`src/rtl/rs_pkg.sv`:
```
// rtl/rs_pkg.sv - shared RS geometry constants and stream-in FSM state type
package rs_pkg;

   // Reed-Solomon codeword data payload and per-block parity size in bytes
   localparam int RS_DATA_BYTES = 128;
   localparam int PARITY_BYTES  = 8;

   // Geometry for the default 256-bit stream line
   localparam int DEF_DATA_W       = 256;
   localparam int NUM_DATA_LINES   = RS_DATA_BYTES / (DEF_DATA_W / 8);
   localparam int NUM_DATA_LINES_W = $clog2(NUM_DATA_LINES);

   typedef enum logic [1:0] {
      ST_IDLE      = 2'd0,
      ST_WR_DATA   = 2'd1,
      ST_WR_PARITY = 2'd2,
      ST_DONE      = 2'd3
   } rs_state_e;

   // Number of stream lines that make up one block's data payload
   function automatic int data_lines_for(input int data_bytes);
      return RS_DATA_BYTES / data_bytes;
   endfunction

endpackage

```
`src/rtl/rs_decode_stream_in_ctrl.sv`:
```
// rtl/rs_decode_stream_in_ctrl.sv - request/stream/done handshake FSM
module rs_decode_stream_in_ctrl
   import rs_pkg::*;
(
   input  logic clk,
   input  logic rst,
   input  logic src_decode_req_val,
   output logic src_decode_req_rdy,
   input  logic src_decode_data_val,
   output logic src_decode_data_rdy,
   output logic decode_req_done_val,
   input  logic decode_req_done_rdy,
   input  logic datap_ctrl_req_zero,
   input  logic datap_ctrl_last_data_line,
   input  logic datap_ctrl_last_parity_line,
   output logic ctrl_datap_req_acc,
   output logic ctrl_datap_data_acc,
   output logic ctrl_datap_parity_acc
);

   rs_state_e state_q, state_d;
   logic      req_rdy_q, req_rdy_d;
   logic      data_rdy_q, data_rdy_d;
   logic      done_val_q, done_val_d;
   logic      line_acc;

   // Handshakes are masked during reset so nothing is written in the reset cycle
   assign line_acc              = data_rdy_q & src_decode_data_val & ~rst;
   assign ctrl_datap_req_acc    = req_rdy_q & src_decode_req_val & ~rst;
   assign ctrl_datap_data_acc   = line_acc & (state_q == ST_WR_DATA);
   assign ctrl_datap_parity_acc = line_acc & (state_q == ST_WR_PARITY);

   assign src_decode_req_rdy  = req_rdy_q;
   assign src_decode_data_rdy = data_rdy_q;
   assign decode_req_done_val = done_val_q;

   // Next-state and next-output decode; outputs are registered from the next state
   always_comb begin
      state_d = state_q;
      case (state_q)
         ST_IDLE: begin
            if (ctrl_datap_req_acc) begin
               state_d = datap_ctrl_req_zero ? ST_DONE : ST_WR_DATA;
            end
         end
         ST_WR_DATA: begin
            if (ctrl_datap_data_acc && datap_ctrl_last_data_line) begin
               state_d = ST_WR_PARITY;
            end
         end
         ST_WR_PARITY: begin
            if (ctrl_datap_parity_acc && datap_ctrl_last_parity_line) begin
               state_d = ST_DONE;
            end
         end
         ST_DONE: begin
            if (decode_req_done_rdy) begin
               state_d = ST_IDLE;
            end
         end
         default: state_d = ST_IDLE;
      endcase
      req_rdy_d  = (state_d == ST_IDLE);
      data_rdy_d = (state_d == ST_WR_DATA) || (state_d == ST_WR_PARITY);
      done_val_d = (state_d == ST_DONE);
   end

   // State and registered handshake outputs
   always_ff @(posedge clk) begin
      if (rst) begin
         state_q    <= ST_IDLE;
         req_rdy_q  <= 1'b1;
         data_rdy_q <= 1'b0;
         done_val_q <= 1'b0;
      end else begin
         state_q    <= state_d;
         req_rdy_q  <= req_rdy_d;
         data_rdy_q <= data_rdy_d;
         done_val_q <= done_val_d;
      end
   end

endmodule

```
`src/rtl/rs_decode_stream_in_datap.sv`:
```
// rtl/rs_decode_stream_in_datap.sv - block/line/parity counters, write addressing, framing check
module rs_decode_stream_in_datap
   import rs_pkg::*;
#(
   parameter int NUM_REQ_BLOCKS   = 16,
   parameter int NUM_REQ_BLOCKS_W = 4,
   parameter int DATA_W           = 256,
   parameter int NUM_DATA_LINES   = 4,
   parameter int NUM_DATA_LINES_W = 2,
   parameter int PARITY_MEMS      = 4,
   parameter int PARITY_SHIFT     = 2
) (
   input  logic                                   clk,
   input  logic                                   rst,
   input  logic [NUM_REQ_BLOCKS_W:0]              src_decode_req_num_blocks,
   input  logic [DATA_W-1:0]                      src_decode_data,
   input  logic                                   src_decode_data_last,
   input  logic                                   ctrl_datap_req_acc,
   input  logic                                   ctrl_datap_data_acc,
   input  logic                                   ctrl_datap_parity_acc,
   output logic                                   datap_ctrl_req_zero,
   output logic                                   datap_ctrl_last_data_line,
   output logic                                   datap_ctrl_last_parity_line,
   output logic                                   data_mem_wr_val,
   output logic [NUM_REQ_BLOCKS_W+NUM_DATA_LINES_W-1:0] data_mem_wr_addr,
   output logic [DATA_W-1:0]                      data_mem_wr_data,
   output logic                                   parity_mem_wr_val,
   output logic [NUM_REQ_BLOCKS_W-1:0]            parity_mem_wr_addr,
   output logic [DATA_W-1:0]                      parity_mem_wr_data,
   output logic [NUM_REQ_BLOCKS_W:0]              decode_req_done_num_blocks,
   output logic                                   framing_err
);

   localparam int NB_W = NUM_REQ_BLOCKS_W;
   localparam int NL_W = NUM_DATA_LINES_W;
   localparam logic [NB_W:0]   MAX_NB    = (NB_W+1)'(NUM_REQ_BLOCKS);
   localparam logic [NB_W:0]   ONE_NB    = (NB_W+1)'(1);
   localparam logic [NB_W:0]   PAR_ROUND = (NB_W+1)'(PARITY_MEMS - 1);
   localparam logic [NL_W-1:0] LAST_LINE = NL_W'(NUM_DATA_LINES - 1);

   logic [NB_W:0]   num_blocks_q, num_blocks_d;
   logic [NB_W-1:0] block_cnt_q, block_cnt_d;
   logic [NL_W-1:0] line_cnt_q, line_cnt_d;
   logic [NB_W-1:0] parity_cnt_q, parity_cnt_d;
   logic [NB_W:0]   req_num_clamped;
   logic [NB_W:0]   num_parity_lines;
   logic            expected_last;

   // Oversized requests are treated as a full request
   always_comb begin
      req_num_clamped = src_decode_req_num_blocks;
      if (src_decode_req_num_blocks > MAX_NB) begin
         req_num_clamped = MAX_NB;
      end
   end

   assign datap_ctrl_req_zero = (req_num_clamped == '0);

   // Parity lines pack PARITY_MEMS block parities each, so round the block count up
   assign num_parity_lines = (num_blocks_q + PAR_ROUND) >> PARITY_SHIFT;

   assign datap_ctrl_last_data_line   = ({1'b0, block_cnt_q} == (num_blocks_q - ONE_NB)) &&
                                        (line_cnt_q == LAST_LINE);
   assign datap_ctrl_last_parity_line = ({1'b0, parity_cnt_q} == (num_parity_lines - ONE_NB));

   // The sender's last flag is only checked; the latched count decides framing
   assign expected_last = ctrl_datap_parity_acc & datap_ctrl_last_parity_line;
   assign framing_err   = (ctrl_datap_data_acc | ctrl_datap_parity_acc) &
                          (src_decode_data_last != expected_last);

   assign data_mem_wr_val    = ctrl_datap_data_acc;
   assign data_mem_wr_addr   = {block_cnt_q, line_cnt_q};
   assign data_mem_wr_data   = src_decode_data;
   assign parity_mem_wr_val  = ctrl_datap_parity_acc;
   assign parity_mem_wr_addr = parity_cnt_q;
   assign parity_mem_wr_data = src_decode_data;

   assign decode_req_done_num_blocks = num_blocks_q;

   // Counter updates: load on request, walk lines then blocks, then parity lines
   always_comb begin
      num_blocks_d = num_blocks_q;
      block_cnt_d  = block_cnt_q;
      line_cnt_d   = line_cnt_q;
      parity_cnt_d = parity_cnt_q;
      if (ctrl_datap_req_acc) begin
         num_blocks_d = req_num_clamped;
         block_cnt_d  = '0;
         line_cnt_d   = '0;
         parity_cnt_d = '0;
      end else if (ctrl_datap_data_acc) begin
         if (line_cnt_q == LAST_LINE) begin
            line_cnt_d  = '0;
            block_cnt_d = block_cnt_q + NB_W'(1);
         end else begin
            line_cnt_d = line_cnt_q + NL_W'(1);
         end
      end else if (ctrl_datap_parity_acc) begin
         parity_cnt_d = parity_cnt_q + NB_W'(1);
      end
   end

   // Counter and latched block-count registers
   always_ff @(posedge clk) begin
      if (rst) begin
         num_blocks_q <= '0;
         block_cnt_q  <= '0;
         line_cnt_q   <= '0;
         parity_cnt_q <= '0;
      end else begin
         num_blocks_q <= num_blocks_d;
         block_cnt_q  <= block_cnt_d;
         line_cnt_q   <= line_cnt_d;
         parity_cnt_q <= parity_cnt_d;
      end
   end

endmodule

```
`src/rtl/rs_decode_stream_in.sv`:
```
// rtl/rs_decode_stream_in.sv - RS decode stream ingest into data buffer and parity memory
module rs_decode_stream_in
   import rs_pkg::*;
#(
   parameter int NUM_REQ_BLOCKS   = 16,
   parameter int NUM_REQ_BLOCKS_W = $clog2(NUM_REQ_BLOCKS),
   parameter int DATA_W           = 256,
   parameter int DATA_BYTES       = DATA_W / 8,
   parameter int NUM_DATA_LINES_W = $clog2(RS_DATA_BYTES / DATA_BYTES)
) (
   input  logic                                   clk,
   input  logic                                   rst,
   input  logic                                   src_decode_req_val,
   input  logic [NUM_REQ_BLOCKS_W:0]              src_decode_req_num_blocks,
   output logic                                   src_decode_req_rdy,
   input  logic                                   src_decode_data_val,
   input  logic [DATA_W-1:0]                      src_decode_data,
   input  logic                                   src_decode_data_last,
   output logic                                   src_decode_data_rdy,
   output logic                                   data_mem_wr_val,
   output logic [NUM_REQ_BLOCKS_W+NUM_DATA_LINES_W-1:0] data_mem_wr_addr,
   output logic [DATA_W-1:0]                      data_mem_wr_data,
   output logic                                   parity_mem_wr_val,
   output logic [NUM_REQ_BLOCKS_W-1:0]            parity_mem_wr_addr,
   output logic [DATA_W-1:0]                      parity_mem_wr_data,
   output logic                                   decode_req_done_val,
   output logic [NUM_REQ_BLOCKS_W:0]              decode_req_done_num_blocks,
   input  logic                                   decode_req_done_rdy,
   output logic                                   framing_err
);

   localparam int NUM_DATA_LINES = data_lines_for(DATA_BYTES);
   localparam int PARITY_MEMS    = DATA_BYTES / PARITY_BYTES;
   localparam int PARITY_SHIFT   = $clog2(PARITY_MEMS);

   logic datap_ctrl_req_zero;
   logic datap_ctrl_last_data_line;
   logic datap_ctrl_last_parity_line;
   logic ctrl_datap_req_acc;
   logic ctrl_datap_data_acc;
   logic ctrl_datap_parity_acc;

   rs_decode_stream_in_ctrl u_ctrl (
      .clk                         (clk),
      .rst                         (rst),
      .src_decode_req_val          (src_decode_req_val),
      .src_decode_req_rdy          (src_decode_req_rdy),
      .src_decode_data_val         (src_decode_data_val),
      .src_decode_data_rdy         (src_decode_data_rdy),
      .decode_req_done_val         (decode_req_done_val),
      .decode_req_done_rdy         (decode_req_done_rdy),
      .datap_ctrl_req_zero         (datap_ctrl_req_zero),
      .datap_ctrl_last_data_line   (datap_ctrl_last_data_line),
      .datap_ctrl_last_parity_line (datap_ctrl_last_parity_line),
      .ctrl_datap_req_acc          (ctrl_datap_req_acc),
      .ctrl_datap_data_acc         (ctrl_datap_data_acc),
      .ctrl_datap_parity_acc       (ctrl_datap_parity_acc)
   );

   rs_decode_stream_in_datap #(
      .NUM_REQ_BLOCKS   (NUM_REQ_BLOCKS),
      .NUM_REQ_BLOCKS_W (NUM_REQ_BLOCKS_W),
      .DATA_W           (DATA_W),
      .NUM_DATA_LINES   (NUM_DATA_LINES),
      .NUM_DATA_LINES_W (NUM_DATA_LINES_W),
      .PARITY_MEMS      (PARITY_MEMS),
      .PARITY_SHIFT     (PARITY_SHIFT)
   ) u_datap (
      .clk                         (clk),
      .rst                         (rst),
      .src_decode_req_num_blocks   (src_decode_req_num_blocks),
      .src_decode_data             (src_decode_data),
      .src_decode_data_last        (src_decode_data_last),
      .ctrl_datap_req_acc          (ctrl_datap_req_acc),
      .ctrl_datap_data_acc         (ctrl_datap_data_acc),
      .ctrl_datap_parity_acc       (ctrl_datap_parity_acc),
      .datap_ctrl_req_zero         (datap_ctrl_req_zero),
      .datap_ctrl_last_data_line   (datap_ctrl_last_data_line),
      .datap_ctrl_last_parity_line (datap_ctrl_last_parity_line),
      .data_mem_wr_val             (data_mem_wr_val),
      .data_mem_wr_addr            (data_mem_wr_addr),
      .data_mem_wr_data            (data_mem_wr_data),
      .parity_mem_wr_val           (parity_mem_wr_val),
      .parity_mem_wr_addr          (parity_mem_wr_addr),
      .parity_mem_wr_data          (parity_mem_wr_data),
      .decode_req_done_num_blocks  (decode_req_done_num_blocks),
      .framing_err                 (framing_err)
   );

endmodule

```
`config.mk`:
```
export PLATFORM = sky130hd
export DESIGN_NAME = rs_decode_stream_in
export DESIGN_NICKNAME = d
export VERILOG_FILES = /design/src/rtl/rs_pkg.sv /design/src/rtl/rs_decode_stream_in_ctrl.sv /design/src/rtl/rs_decode_stream_in_datap.sv /design/src/rtl/rs_decode_stream_in.sv
export SDC_FILE = /design/constraint.sdc
export NUM_CORES = 1
export LEC_CHECK = 0
export CORE_AREA = 2 2 312 314
export DETAILED_ROUTE_END_ITERATION = 12
export DIE_AREA = 0 0 314 316
export GPL_TIMING_DRIVEN = 0
export PLACE_DENSITY = 0.38
export SLEW_MARGIN = 30
export SYNTH_ARGS = -nofsm -noshare
export SYNTH_HDL_FRONTEND = slang
export SYNTH_SLANG_ARGS = --single-unit
```
`constraint.sdc`:
```
create_clock -name clk -period 6.9 [get_ports clk]
set_input_delay 1.035 -clock clk [delete_from_list [all_inputs] [get_ports clk]]
set_output_delay 1.035 -clock clk [all_outputs]
set_load 0.02 [all_outputs]
```
; Word level (Yosys, flattened, before mapping)
; Cells that the tools add are included.
[totals]
inputBits = 267
regBits = 20
elab_cells = 54
[classes]
eq_ne = 10
n_reduce_logical = 10
n_mux = 8
n_lt_le_gt_ge = 1
add_sub_neg = 6
bitwise = 11
[op_table]
columns = cell, count
row1 = $mux W2, 6
row2 = $eq A2 B2 Y1 const B, 5
row3 = $eq A4 B5 Y1, 2
row4 = $add A4 B1 Y4 const B, 2
row5 = $and A1 B1 Y1, 8
row6 = $pmux W2 S4, 1
row7 = $add A5 B2 Y5 const B, 1
row8 = $gt A5 B5 Y1 const B, 1
row9 = $logic_not A5 Y1, 1
row10 = $mux W5, 1
row11 = $sub A5 B1 Y5 const B, 1
row12 = $eq A2 B1 Y1 const B, 2
row13 = $logic_not A2 Y1, 2
row14 = $reduce_and A2 Y1, 2
row15 = $sub A3 B1 Y4 const B, 1
row16 = $logic_and A1 B1 Y1, 3
row17 = $add A2 B1 Y2 const B, 1
row18 = $not A1 Y1, 2
row19 = $reduce_or A2 Y1, 1
row20 = $logic_or A1 B1 Y1, 1
row21 = $ne A1 B1 Y1, 1
row22 = $or A1 B1 Y1, 1

; Longest topological paths before layout
; Gate-level depths: netlist of run 1.
[logic_depth]
depth_word = 8
mapped_depth = 10
mapped_depth_nobuf = 9

; By module
; Synthesis of run 1 repeated with hierarchy kept, for this count alone.
[unflattened]
cells_unflattened = 674
hier_area_um2 = 5177.5
[modules_own_cells]
columns = module, area_per_inst_um2, cells_each, seq_area_each_um2, instances
row1 = rs_decode_stream_in_datap, 4912.2, 648, 300.3, 1
row2 = rs_decode_stream_in_ctrl, 265.3, 26, 100.1, 1

; Least setup slack after synthesis of run 1
; OpenSTA, ideal clock, no wires.
[synth_timing]
path_type = input to output
from = input port rst
to = output port framing_err
path_slack_ns = 3.340
cell_stages = 6
path_buffers = 1
t_arrival_ns = 2.525
cell_sequence = buf_2 nand3b_1 nor4b_1 o311a_1 o221a_2 mux2i_1
[synth_via]
elab_chain_cells = 6
elab_cells_between_ends = 8
cone_classes = 1 x eq/ne / 7 x bitwise
[synth_rtl]
columns = item, line_no
row1 = from (decl), rs_decode_stream_in.sv:12  ; input logic rst,
row2 = $not A1 Y1 (*), rs_decode_stream_in_ctrl.sv:28  ; assign line_acc = data_rdy_q & src_decode_data_val & ~rst;
row3 = $and A1 B1 Y1 (*), rs_decode_stream_in_ctrl.sv:28
row4 = $and A1 B1 Y1, rs_decode_stream_in_ctrl.sv:31  ; assign ctrl_datap_parity_acc = line_acc & (state_q == ST_WR_PARITY);
row5 = $and A1 B1 Y1, rs_decode_stream_in_datap.sv:67  ; assign expected_last = ctrl_datap_parity_acc & datap_ctrl_last_parity_line;
row6 = $ne A1 B1 Y1, rs_decode_stream_in_datap.sv:69  ; (src_decode_data_last != expected_last);
row7 = $and A1 B1 Y1 (*), rs_decode_stream_in_datap.sv:68  ; assign framing_err = (ctrl_datap_data_acc | ctrl_datap_parity_acc) &
row8 = to (decl), rs_decode_stream_in.sv:29  ; output logic framing_err
; Every way passes the cells marked *; elsewhere a longest branch is shown, timed or not.

; Worst setup path after layout of run 1
; Same ends and word-level chain as after synthesis.

==> load_flow_metrics.sql, run 1 <==
INSERT INTO impl_metrics (metric_group, metric, value, unit) VALUES
('routing', 'drc_marker_count_from_the_first_detailed_route_iteration', '130', ''),
('global_route', 'grt_pass1_wl', '40.1', 'mm'),
('timing', 'report.final.slew_viol_count', '0', ''),
('placement', 'portBuffers', '543', ''),
('clock_network', 'htree_num_levels', '1', ''),
('routing', 'wl_per_cell', '12.8', 'um'),
('hold_path', 'path_category_of_the_worst_min_delay_check', 'register to register', ''),
('synth', 'synth_flop_cell', 'sky130_fd_sc_hd__dfxtp_1', ''),
('floorplan', 'die_h', '316', 'um'),
('floorplan', 'core_region_area', '96000', 'um2'),
('cells_and_area', 'fin_nets', '1478', ''),
('routing', 'avgViaCountPerCell', '2.22', ''),
('routing', 'firstDrtPassIters', '4', ''),
('clock_network', 'cts_made_buffers', '3', ''),
('setup_path', 'setup.reg_to_reg.worst_slack', '4.19', 'ns'),
('hold_path', 'timing.hold.worst_path_depth', '2', ''),
('outcome', 'run_status', 'completed', ''),
('pwr', 'power_density', '96.3', 'nW/um2'),
('setup_path', 'length_in_cells_of_the_worst_reg_to_reg_path', '10', ''),
('pwr', 'power.static_leakage', '5.09', 'nW'),
('synth', 'avgSynthCellArea', '7.79', 'um2'),
('global_route', 'first_global_vias', '5524', ''),
('pwr', 'peakVddDrop', '0.0591', 'mV'),
('floorplan', 'die_w', '314', 'um'),
('clock_network', 'post_cts_setup_repair_bufs', '0', ''),
('synth', 'synthesis.yosys.warnings', '0', ''),
('timing', 'skew', '0.00255', 'ns'),
('timing', 'rsz_0062_raised_after_global_routing', 'no', ''),
('timing', 'period_share', '0.665', ''),
('hold_path', 'hold_path.startpoint', 'u_datap.line_cnt_q[1]', ''),
('timing', 'report.final.hold_viol_count', '0', ''),
('routing', 'routed-via-count', '5502', ''),
('routing', 'ant_nets', '0', ''),
('setup_path', 'timing.critical_path.to_type', 'primary output', ''),
('clock_network', 'cts.hold.buffers_added', '0', ''),
('synth', 'yosysSeqAreaShare', '0.0781', ''),
('clock_network', 'clock_tree_from_tritoncts', 'done', ''),
('global_route', 'grt_antenna_before_repair', '1', ''),
('timing', 'max_freq', '218', 'MHz'),
('setup_path', 'worstPathRequired', '5.86', 'ns'),
('synth', 'synth_seq_cells', '20', ''),
('cells_and_area', 'post_layout_instance_count_excluding_filler_cells', '2483', ''),
('cells_and_area', 'postLayoutCoreUtil', '0.128', ''),
('synth', 'syn_area', '5130', 'um2'),
('floorplan', 'initial_util', '0.0534', ''),
('global_route', 'grt_max_degree', '12', ''),
('synth', 'count_of_different_cell_masters_after_synthesis', '45', ''),
('floorplan', 'core.rowCount', '114', ''),
('placement', 'dp_hpwl', '30.4', 'mm'),
('cells_and_area', 'most_common_cell_after_layout_fill_and_taps_aside', 'sky130_fd_sc_hd__clkdlybuf4s50_1', ''),
('setup_path', 'reg2reg_from', 'u_datap.decode_req_done_num_blocks[0]', ''),
('cells_and_area', 'syn2layout_area_growth', '139', '%'),
('global_route', 'global_route.peak_usage_layer', 'met2', ''),
('setup_path', 'critical_path.startpoint_type', 'input port', ''),
('timing', 'timing_worst_slew_pin_value', '0.611', 'ns'),
('cells_and_area', 'commonest_cells_after_routing_fill_and_taps_aside', '543 x sky130_fd_sc_hd__clkdlybuf4s50_1, 512 x sky130_fd_sc_hd__buf_4, 20 x sky130_fd_sc_hd__dfxtp_1', ''),
('clock_network', 'cts_repair_resize_count', '0', ''),
('clock_network', 'clk_slew_on_worst_s_h_paths', '0.06', 'ns'),
('synth', 'number_of_synthesized_flops_with_an_enable_pin', '0', ''),
('routing', 'route.detailed.drc', '0', ''),
('clock_network', 'cts_sinks', '20', ''),
('timing', 'layout_min_cycle_time', '4.59', 'ns'),
('synth', 'ys_async_sr_fraction', '0', ''),
('setup_path', 'r2r_end', 'u_ctrl.src_decode_req_rdy', ''),
('timing', 'setup_violations', '0', ''),
('global_route', 'met3_usage_in_global_routing', '0.0228', ''),
('clock_network', 'cts-root-buf', 'sky130_fd_sc_hd__clkbuf_16', ''),
('synth', 'postSynthNetCount', '930', ''),
('job', 'cap_violations', '0', ''),
('clock_network', 'clock_network_latency_to_the_later_pin_of_the_worst_skew_pair', '0.25', 'ns'),
('placement', 'routabilityCongestion', '0.774', '');
[worst max-delay path by stage]
stage / start / end / slack (ns) / depth (start not counted)
after CTS: rst / framing_err / 2.23 / 8
after global placement: rst / framing_err / 2.24 / 8
after detailed placement: rst / framing_err / 2.25 / 8
after floorplan: rst / framing_err / 3.34 / 6
after global routing: rst / framing_err / 2.10 / 8
final: rst / framing_err / 2.31 / 8
[layout make-up]
class	count	area [um2]
multi-input cells	113	806
fillers	11000	83700
inverters	7	28.8
clock buffers	4	88.8
plain buffers	518	3890
well taps	1276	1600
flip-flops and latches	20	400
diodes	2	5.00
repair buffers	543	5440
[worst max-delay path, cell delays in order]
cell and delay [ns]:
sky130_fd_sc_hd__clkdlybuf4s50_1 0.41, sky130_fd_sc_hd__buf_2 0.18, sky130_fd_sc_hd__nand3b_1 0.25, sky130_fd_sc_hd__nor4b_1 0.34, sky130_fd_sc_hd__o311a_1 0.24, sky130_fd_sc_hd__o221a_2 0.23, sky130_fd_sc_hd__mux2i_1 0.21, sky130_fd_sc_hd__clkdlybuf4s50_1 0.66
[Yosys cell counts (all sizes together) (3+ instances only)]
library cell | count | area (um2)
a21oi | 3 | 15.0
buf | 518 | 3890
dfxtp | 20 | 400
ha | 5 | 62.6
inv | 7 | 28.8
mux2i | 4 | 40.0
nand2 | 15 | 56.3
nand2b | 3 | 18.8
nand3 | 5 | 25.0
nand3b | 3 | 22.5
nor2 | 17 | 66.3
nor3 | 4 | 20.0
nor3b | 3 | 27.5
nor4 | 4 | 31.3
o21ai | 7 | 35.0
o21bai | 3 | 22.5
xnor2 | 6 | 52.6
xor2 | 7 | 68.8
[power breakdown]
group          leakage (nW)  switching (mW)  total, mW  internal (mW)
logic                  4.88           0.395      0.900          0.505
clock network        0.0442          0.0469      0.135         0.0885
registers             0.163          0.0142      0.144          0.130
total                  5.09           0.456       1.18          0.724
[metrics by stage]
stage               total power [mW]  setup WS (ns)  area, um2  hold slack [ns]
floorplan                      0.684           3.34       5130            0.574
global placement                1.06           2.24      12200            0.511
detailed placement              1.06           2.25      12200            0.518
CTS                             1.20           2.23      12200            0.534
global route                    1.24           2.10      12300            0.565
finish                          1.18           2.31      12300            0.527
[sequential cells by signal, indices dropped and copies added, names as in the netlist]
register                            cells
u_ctrl.decode_req_done_val              1
u_ctrl.src_decode_req_rdy               1
u_datap.decode_req_done_num_blocks      5
u_ctrl.state_q                          2
u_datap.parity_mem_wr_addr              4
u_ctrl.src_decode_data_rdy              1
u_datap.block_cnt_q                     4
u_datap.line_cnt_q                      2
[metal layers]
layer / share of wire / wire length [um]
met5: 0.0069 / 221
met4: 0.021 / 662
met3: 0.12 / 3960
met2: 0.52 / 16400
met1: 0.33 / 10600
[cell families (layout without fill, tap and decap cells)]
group,after synthesis,after routing,share of synthesized area
AO/OA/AOI/OAI,25,25,0.0425
XOR/XNOR,13,13,0.0237
adder cells (fa/ha/maj),5,5,0.0122
buffers and inverters,525,1072,0.765
flip-flops,20,20,0.0781
multiplexers,4,4,0.00781
other,0,2,0
AND/OR/NAND/NOR,66,66,0.0710
(Power assumes the default switching activity.)
==> inputs of run 2 (changes only) <==
Settings changed: CORE_AREA 2 2 312 314 to 2 2 307 309, DIE_AREA 0 0 314 316 to 0 0 309 311.
Clock period 6.9 ns to 4.3 ns, I/O delays scaled along.
==> load_flow_metrics.sql, run 2 (synthesis gave the netlist of run 1 again) <==
INSERT INTO impl_metrics (metric_group, metric, value, unit) VALUES
('global_route', 'grt_antenna_before_repair', '0', ''),
('placement', 'routabilityCongestion', '0.902', ''),
('pwr', 'power.static_leakage', '5.08', 'nW'),
('timing', 'report.final.slew_viol_count', '0', ''),
('setup_path', 'r2r_end', 'u_ctrl.src_decode_data_rdy', ''),
('setup_path', 'crit_path_max_fanout', '10', ''),
('timing', 'timing.max_slew.rel_slack', '0.569', ''),
('placement', 'portBuffers', '543', ''),
('routing', 'ant_nets', '0', ''),
('clock_network', 'cts_sinks', '20', ''),
('hold_path', 'path_category_of_the_worst_min_delay_check', 'register to register', ''),
('job', 'cap_violations', '0', ''),
('hold_path', 'worst_hold_path.endpoint', 'u_datap.line_cnt_q[1]', ''),
('routing', 'avgViaCountPerCell', '2.23', ''),
('floorplan', 'design.die.area', '96100', 'um2'),
('clock_network', 'clock_network_latency_to_the_later_pin_of_the_worst_skew_pair', '0.25', 'ns'),
('floorplan', 'die_w', '309', 'um'),
('cells_and_area', 'share_of_final_layout_standard_cells_stronger_than_drive_strength_1', '0.442', ''),
('setup_path', 'critical_path.cell_chain', 'clkdlybuf4s50_1 -> buf_2 -> nand3b_1 -> nor4b_1 -> o311a_1 -> o221a_2 -> mux2i_1 -> clkdlybuf4s50_1', ''),
('global_route', 'grt_remaining_overflow', '0', ''),
('routing', 'routed-via-count', '5483', ''),
('floorplan', 'core_region_area', '92800', 'um2'),
('clock_network', 'htree_num_levels', '1', ''),
('setup_path', 'critical-path-top-cell-by-count', 'sky130_fd_sc_hd__clkdlybuf4s50_1', ''),
('placement', 'post-place-ws', '0.366', 'ns'),
('setup_path', 'setup.reg_to_reg.worst_slack', '1.56', 'ns'),
('timing', 'timing_worst_slew_pin_value', '0.644', 'ns'),
('routing', 'route.detailed.drc', '0', ''),
('pwr', 'power_density', '154', 'nW/um2'),
('timing', 'layout_min_cycle_time', '3.85', 'ns'),
('timing', 'rsz_0062_raised_after_global_routing', 'no', ''),
('global_route', 'grt_max_degree', '11', ''),
('routing', 'wl_per_cell', '12.5', 'um'),
('cells_and_area', 'commonest_cells_after_routing_fill_and_taps_aside', '543 x sky130_fd_sc_hd__clkdlybuf4s50_1, 512 x sky130_fd_sc_hd__buf_4, 20 x sky130_fd_sc_hd__dfxtp_1', ''),
('timing', 'final_critical_path_setup_slack', '0.447', 'ns'),
('timing', 'max_freq', '260', 'MHz'),
('setup_path', 'crit_path_top_delay_cell', 'sky130_fd_sc_hd__clkdlybuf4s50_1', ''),
('hold_path', 'timing.hold.worst_path_depth', '2', ''),
('clock_network', 'clk_slew_on_worst_s_h_paths', '0.06', 'ns'),
('setup_path', 'worst_path_arrival_time', '3.21', 'ns'),
('clock_network', 'max-clock-path-buffers', '2', ''),
('cells_and_area', 'largest_register_ff_count', '5', ''),
('floorplan', 'io-pin-count', '800', ''),
('timing', 'period_share', '0.896', ''),
('cells_and_area', 'syn2layout_area_growth', '138', '%'),
('routing', 'detail_route.wirelength', '30.7', 'mm'),
('setup_path', 'critical_path.startpoint_type', 'input port', ''),
('global_route', 'first_global_vias', '5590', ''),
('clock_network', 'post_cts_setup_repair_bufs', '0', ''),
('setup_path', 'length_in_cells_of_the_worst_reg_to_reg_path', '10', ''),
('timing', 'report.final.hold_viol_count', '0', ''),
('timing', 'timing.setup.tns', '0', 'ns'),
('timing', 'setup_violations', '0', ''),
('global_route', 'grt_pass1_wl', '39.1', 'mm'),
('timing', 'skew', '0.00288', 'ns'),
('cells_and_area', 'fin_nets', '1478', ''),
('floorplan', 'core.rowCount', '112', ''),
('setup_path', 'critical-path-max-stage-delay', '0.65', 'ns'),
('setup_path', 'cp.buffers_inverters', '3', ''),
('setup_path', 'reg2reg_from', 'u_datap.decode_req_done_num_blocks[0]', ''),
('placement', 'dp_hpwl', '29.2', 'mm'),
('cells_and_area', 'most_common_cell_after_layout_fill_and_taps_aside', 'sky130_fd_sc_hd__clkdlybuf4s50_1', ''),
('floorplan', 'initial_util', '0.0553', ''),
('hold_path', 'hold_path.startpoint', 'u_datap.line_cnt_q[1]', ''),
('clock_network', 'clock_tree_from_tritoncts', 'done', ''),
('clock_network', 'cts_repair_resize_count', '0', ''),
('routing', 'firstDrtPassIters', '4', ''),
('clock_network', 'cts-root-buf', 'sky130_fd_sc_hd__clkbuf_16', ''),
('cells_and_area', 'diode_count', '0', ''),
('clock_network', 'cts_made_buffers', '3', ''),
('floorplan', 'die_h', '311', 'um'),
('setup_path', 'crit_family', 'buffers and inverters', ''),
('clock_network', 'cts.hold.buffers_added', '0', ''),
('setup_path', 'crit_type', 'input port to primary output', ''),
('pwr', 'peakVddDrop', '0.0974', 'mV'),
('setup_path', 'worstPathRequired', '3.65', 'ns'),
('routing', 'drc_marker_count_from_the_first_detailed_route_iteration', '106', ''),
('setup_path', 'timing.critical_path.to_type', 'primary output', ''),
('outcome', 'run_status', 'completed', ''),
('global_route', 'gr-usage-all-layers', '0.0568', '');
-- run 2: cell types whose count changed in the layout (fill, tap and decap cells not counted), sizes merged --
| cell | before | now |
|---|---|---|
| clkbuf | 4 | 3 |
| diode | 2 | 0 |
-- run 2: through the flow --
step	hold slack, ns	utilization	cells	cell area (um2)	total power, mW
4_1_cts	0.543	0.132	2458	12200	1.90
5_1_grt	0.575	0.132	2458	12200	1.97
3_3_place_gp	0.523	0.131	2455	12100	1.71
3_5_place_dp	0.527	0.131	2455	12100	1.70
2_1_floorplan	0.574	-	658	5130	1.10
6_report	0.549	0.132	2458	12200	1.88
-- run 2: where the power goes --
group / switching (mW) / total (mW) / internal (mW)
logic: 0.641 / 1.45 / 0.810
registers: 0.0229 / 0.232 / 0.209
clock network: 0.0697 / 0.192 / 0.123
total: 0.733 / 1.88 / 1.14
-- run 2: worst max path at each step --
stage,to,slack (ns),startpoint,depth (start not counted)
after detailed placement,framing_err,0.37,rst,8
final,framing_err,0.45,rst,8
after global placement,framing_err,0.37,rst,8
after global routing,framing_err,0.27,rst,8
after floorplan,framing_err,1.40,u_datap.decode_req_done_num_blocks[0],8
after CTS,framing_err,0.35,rst,8
-- run 2: worst min-delay path, delay by kind of cell, from the launching register on --
kind / cells / cell delay [ns]
flip-flops: 1 / 0.36
multiplexers: 1 / 0.08
AND/OR/NAND/NOR: 1 / 0.07
-- run 2: metal layers --
layer / up-vias / global-route usage / routed length (um) / share of wire
li1: 2634 / - / - / -
met2: 423 / 0.114 / 16600 / 0.54
met5: - / 0 / 0 / 0
met3: 2 / 0.0203 / 3660 / 0.12
met1: 2424 / 0.0564 / 10400 / 0.34
met4: 0 / 0.00463 / 74 / 0.0024
-- run 2: final cells by class --
| class | instances | area [um2] |
|---|---|---|
| tap | 1254 | 1570 |
| sequential | 20 | 400 |
| timing repair buffer | 543 | 5440 |
| multi-input combinational | 113 | 806 |
| buffer | 518 | 3890 |
| fill | 10600 | 80600 |
| inverter | 7 | 28.8 |
| clock buffer | 3 | 75.1 |
